==> src/rtl/soc_bus_pkg.sv <==
// Shared bus definitions for the SoC memory path: default widths,
// starvation-counter sizing and the master identifiers used by the arbiter.
package soc_bus_pkg;

    localparam int DEFAULT_ADDR_W   = 32;
    localparam int DEFAULT_DATA_W   = 32;
    localparam int DEFAULT_MAX_WAIT = 4;

    // Wide enough for the largest allowed wait limit (7).
    localparam int WAIT_CNT_W = 3;

    // Master identifiers; CPU is master 0, VGA fetch is master 1.
    typedef enum logic {
        MST_CPU = 1'b0,
        MST_VGA = 1'b1
    } master_e;

endpackage

==> src/rtl/arb_starve_cnt.sv <==
// Starvation counter for the low-priority master. Counts consecutive cycles
// in which the master requests but is denied, and raises force_grant once
// the count reaches max_wait so the arbiter hands it the bus.
module arb_starve_cnt
    import soc_bus_pkg::*;
(
    input  logic                  clk,
    input  logic                  reset,
    input  logic                  req,
    input  logic                  gnt,
    input  logic [WAIT_CNT_W-1:0] max_wait,
    output logic                  force_grant
);

    logic [WAIT_CNT_W-1:0] wait_cnt;

    // Saturating count of denied cycles; any grant or idle cycle restarts it.
    always_ff @(posedge clk or posedge reset) begin
        if (reset) begin
            wait_cnt <= '0;
        end else if (!req || gnt) begin
            wait_cnt <= '0;
        end else if (wait_cnt != '1) begin
            wait_cnt <= wait_cnt + 1'b1;
        end
    end

    // The override depends only on registered state and the live request.
    assign force_grant = req && (wait_cnt == max_wait);

endmodule

==> src/rtl/mem_arbiter.sv <==
// Two-master arbiter in front of a single-ported memory. The VGA fetch
// master (m1) normally wins, but the CPU (m0) is forced through after
// MAX_WAIT consecutive denied cycles. Grants are combinational so one access
// can issue every cycle; read responses are routed back one cycle later to
// whichever master owned the read.
module mem_arbiter
    import soc_bus_pkg::*;
#(
    parameter int ADDR_W   = DEFAULT_ADDR_W,
    parameter int DATA_W   = DEFAULT_DATA_W,
    parameter int MAX_WAIT = DEFAULT_MAX_WAIT
) (
    input  logic              clk,
    input  logic              reset,

    input  logic              m0_req,
    input  logic              m0_we,
    input  logic [ADDR_W-1:0] m0_addr,
    input  logic [DATA_W-1:0] m0_wdata,
    output logic              m0_gnt,
    output logic              m0_rvalid,
    output logic [DATA_W-1:0] m0_rdata,

    input  logic              m1_req,
    input  logic              m1_we,
    input  logic [ADDR_W-1:0] m1_addr,
    input  logic [DATA_W-1:0] m1_wdata,
    output logic              m1_gnt,
    output logic              m1_rvalid,
    output logic [DATA_W-1:0] m1_rdata,

    output logic              mem_en,
    output logic              mem_we,
    output logic [ADDR_W-1:0] mem_addr,
    output logic [DATA_W-1:0] mem_wdata,
    input  logic [DATA_W-1:0] mem_rdata
);

    localparam logic [WAIT_CNT_W-1:0] MAX_WAIT_CODE = WAIT_CNT_W'(MAX_WAIT);

    logic    m0_force;
    logic    m0_win;
    logic    m1_win;
    logic    rsp_read;
    master_e rsp_owner;

    arb_starve_cnt u_starve (
        .clk         (clk),
        .reset       (reset),
        .req         (m0_req),
        .gnt         (m0_gnt),
        .max_wait    (MAX_WAIT_CODE),
        .force_grant (m0_force)
    );

    // Pick a winner and steer its request fields onto the memory port;
    // everything is held at zero while reset is asserted or nobody asks.
    always_comb begin
        m0_win    = 1'b0;
        m1_win    = 1'b0;
        mem_en    = 1'b0;
        mem_we    = 1'b0;
        mem_addr  = '0;
        mem_wdata = '0;
        if (!reset) begin
            if (m0_req && (!m1_req || m0_force)) begin
                m0_win = 1'b1;
            end else if (m1_req) begin
                m1_win = 1'b1;
            end
        end
        if (m0_win) begin
            mem_en    = 1'b1;
            mem_we    = m0_we;
            mem_addr  = m0_addr;
            mem_wdata = m0_wdata;
        end else if (m1_win) begin
            mem_en    = 1'b1;
            mem_we    = m1_we;
            mem_addr  = m1_addr;
            mem_wdata = m1_wdata;
        end
    end

    assign m0_gnt = m0_win;
    assign m1_gnt = m1_win;

    // Remember who issued this cycle's access and whether it was a read.
    always_ff @(posedge clk or posedge reset) begin
        if (reset) begin
            rsp_read  <= 1'b0;
            rsp_owner <= MST_CPU;
        end else begin
            rsp_read  <= mem_en && !mem_we;
            rsp_owner <= m1_win ? MST_VGA : MST_CPU;
        end
    end

    // Route the returning read data to its owner only; the other side sees zero.
    always_comb begin
        m0_rvalid = rsp_read && (rsp_owner == MST_CPU);
        m1_rvalid = rsp_read && (rsp_owner == MST_VGA);
        m0_rdata  = m0_rvalid ? mem_rdata : '0;
        m1_rdata  = m1_rvalid ? mem_rdata : '0;
    end

endmodule

==> config.mk <==
export PLATFORM = sky130hd
export DESIGN_NAME = mem_arbiter
export DESIGN_NICKNAME = d
export VERILOG_FILES = /design/src/rtl/soc_bus_pkg.sv /design/src/rtl/arb_starve_cnt.sv /design/src/rtl/mem_arbiter.sv
export SDC_FILE = /design/constraint.sdc
export NUM_CORES = 1
export LEC_CHECK = 0
export ABC_AREA = 1
export BUFFER_PORTS_ARGS = -buffer_cell sky130_fd_sc_hd__buf_2
export CAP_MARGIN = 20
export CORE_AREA = 5 5 114 116
export CTS_CLUSTER_SIZE = 30
export DETAILED_ROUTE_END_ITERATION = 7
export DIE_AREA = 0 0 119 121
export SLEW_MARGIN = 20
export SYNTH_ARGS = -nofsm -noshare
export SYNTH_HDL_FRONTEND = slang
export SYNTH_HIERARCHICAL = 1
export SYNTH_SLANG_ARGS = --single-unit
==> constraint.sdc <==
create_clock -name clk -period 3.1 [get_ports clk]
set_input_delay 0.155 -clock clk [delete_from_list [all_inputs] [get_ports clk]]
set_output_delay 0.155 -clock clk [all_outputs]
set_load 0.01 [all_outputs]
==> flow_summary.json <==
{
  "via_per_inst": 3.73,
  "synth-edff-count": 0,
  "worst_slack_ns": 0.998,
  "worstPathMaxFanout": 57,
  "setup.worst_path.end_class": "primary output",
  "die_x_um": 119,
  "dp_slack_ns": 1.24,
  "r2r-start": "u_starve/wait_cnt[0]$_DFFE_PP0P_",
  "relSlewSlack_pct": 31.5,
  "critPathLaunchType": "flop",
  "htreeDepth": 1,
  "yosys.area.top_type": "nand2_1",
  "holdPathEnd": "rsp_read$_DFF_PP0_",
  "clock_path_buffers": 2,
  "period_share_pct": 67.8,
  "hold_start": "m1_we",
  "synth.top_cells.by_area": "nand2_1, nand2_2, nor2_1",
  "crit_top_cell": "nand2_1",
  "synth_top_area_share_pct": 34.1,
  "synth_cell_types": 17,
  "clkSlewWorstSetupHoldPaths_ns": 0.03,
  "synthCells": 367,
  "start_util_pct": 15.0,
  "setup_viol": 0,
  "slowest_delay_ns": 0.40,
  "overflow": 0,
  "required_ns": 2.94,
  "outcome": "finished clean",
  "fin_tns_setup_ns": 0,
  "synth_seq_cells": 5,
  "holdBufCountCts": 1,
  "leakage_nw": 2.53,
  "cts_resized": 0,
  "dieArea_um2": 14400,
  "syn_area_um2": 1770,
  "io_pins": 300,
  "power_density_nw_per_um2": 202,
  "post-synth-top-count-cell": "nand2_1",
  "num_rows": 40,
  "die_h_um": 121,
  "syn2layout_area_growth_pct": 92.1,
  "path_class": "flop to primary output",
  "grt_antenna_before_repair": 0,
  "max_freq_ghz": 0.476,
  "peakVddDrop_mv": 0.194,
  "drv_cap": 0,
  "wl_per_cell_um": 11.0,
  "grt_pass1_vias": 2765,
  "drive_gt1_share_pct": 55.3,
  "clkSinkCount": 5,
  "ys_async_sr_fraction_pct": 100,
  "cts_root_buffer": "clkbuf_16",
  "drtPass1Iterations": 5,
  "dp_hpwl_um": 7540,
  "r2r_slack_ns": 1.66,
  "cts_tree": "done",
  "critical-path-slowest-cell": "dfrtp_1",
  "clock_skew_ns": 0.00295,
  "grt_max_degree": 67,
  "hp-class": "input port to flop",
  "port_buffers": 299,
  "rsz0062_at_grt": "no",
  "period_minus_slack_ns": 2.10,
  "n_fill_cell": 1362,
  "place.gp.congestion": 0.796,
  "clk_latency_ns": 0.23,
  "maxSlewViolCount": 0,
  "ant_nets": 0,
  "worst_pin_slew_ns": 1.03,
  "ys_warn_count": 6,
  "regArea_um2": 125,
  "path_cells": "a21oi_1 > nand2_1 > nor2_1 > inv_1 > nand2_2 > nand3_1 > inv_2 > buf_12 > nand2_1 > nand2_1 > buf_2",
  "grtUsageTotal_pct": 10.5,
  "grt_pass1_wl_um": 13000,
  "multi_input_area_um2": 1280,
  "reg2reg_depth": 9,
  "core_um2": 11800,
  "drt_iter0_drc": 103,
  "cts_buffers": 3,
  "route.detailed.drc": 0,
  "num_vias": 2998,
  "arrival_ns": 1.95,
  "netlist_top_cells_count": "nand2_1, nor2_1, nand2_2",
  "worstReg2RegEnd": "u_starve/wait_cnt[0]$_DFFE_PP0P_",
  "syn_avg_cell_area_um2": 4.83,
  "nets": 826,
  "finalHoldViolCount": 0,
  "diodes": 0,
  "ys_seq_area_share_pct": 7.06,
  "cts_setup_buffers": 0,
  "routed_wl_um": 8830,
  "whs_path_depth": 4,
  "ys.flop_type": "dfrtp_1"
}
power breakdown:
| group | leakage, nW | internal (mW) | switching (mW) | total (mW) |
|---|---|---|---|---|
| clock network | 0.0382 | 0.170 | 0.0412 | 0.212 |
| registers | 0.0656 | 0.0707 | 0.00437 | 0.0750 |
| logic | 2.43 | 0.180 | 0.221 | 0.401 |
| total | 2.53 | 0.421 | 0.267 | 0.687 |
through the flow:
stage	hold slack, ns	area [µm²]	power, mW	std cells	util, %
2_1_floorplan	-0.101	1790	0.277	371	-
3_5_place_dp	0.0329	3320	0.478	799	28.1
6_report	0.237	3410	0.687	804	28.8
4_1_cts	0.236	3410	0.694	804	28.8
3_3_place_gp	0.0384	3320	0.479	799	28.1
5_1_grt	0.251	3410	0.742	804	28.8
sequential cells by signal (all words and copies together) (netlist names):
register / count
rsp_owner: 1
rsp_read: 1
u_starve/wait_cnt: 3
how the worst max path moves through the flow:
| stage | from | to | slack, ns | cells after the start |
|---|---|---|---|---|
| after floorplan | u_starve/wait_cnt[0]$_DFFE_PP0P_ | mem_addr[0] | 1.60 | 11 |
| after global placement | u_starve/wait_cnt[1]$_DFFE_PP0P_ | mem_addr[11] | 1.25 | 11 |
| after detailed placement | u_starve/wait_cnt[0]$_DFFE_PP0P_ | mem_wdata[24] | 1.24 | 11 |
| after CTS | u_starve/wait_cnt[0]$_DFFE_PP0P_ | mem_wdata[24] | 0.99 | 11 |
| after global routing | u_starve/wait_cnt[0]$_DFFE_PP0P_ | mem_wdata[24] | 0.76 | 11 |
| final | u_starve/wait_cnt[0]$_DFFE_PP0P_ | mem_wdata[24] | 1.0 | 11 |
kinds of logic after synthesis:
| group | synth area share [%] |
|---|---|
| simple gates | 68.0 |
| buf+inv | 21.4 |
| flops | 7.06 |
| compound gates | 1.76 |
| fa+ha+maj | 1.41 |
| other cells | 0.424 |
worst max-delay path: cells and delay by family (launching register included):
kind / cells / cell delay (ns)
AO/OA/AOI/OAI: 1 / 0.16
AND/OR/NAND/NOR: 6 / 0.48
flip-flops: 1 / 0.40
buffers and inverters: 4 / 0.63
metal layers:
metal	global-route usage, %	part of all wire [%]	vias to the layer above
met4	1.16	0	0
met2	19.8	52	164
met3	2.70	10	0
met5	0	0	-
met1	12.3	38	1219
li1	-	-	1615
placed cells by master (no fill, tap or decap):
cell type      netlist  routed
buf_2                9     299
or2_4                1       1
nand4_1              1       1
nand2_1            161     161
clkbuf_1             4       1
a21oi_2              3       3
dlygate4sd3_1        0       1
buf_12               6       2
conb_1               2       6
a21oi_1              1       1
inv_1               46      46
nand2_2             51      51
inv_2                4       4
ha_1                 2       2
dfrtp_1              5       5
nand3_1              3       3
clkbuf_16            0       3
nor2_1              67      67
cell type report:
cell class / instances / area share [%]
Tap cell: 147 / 5.40
Multi-Input combinational cell: 296 / 37.7
Clock buffer: 4 / 2.31
Inverter: 50 / 5.51
Sequential cell: 5 / 3.67
Timing Repair Buffer: 302 / 45.4
Note: power is estimated with default switching activity, not from simulation.
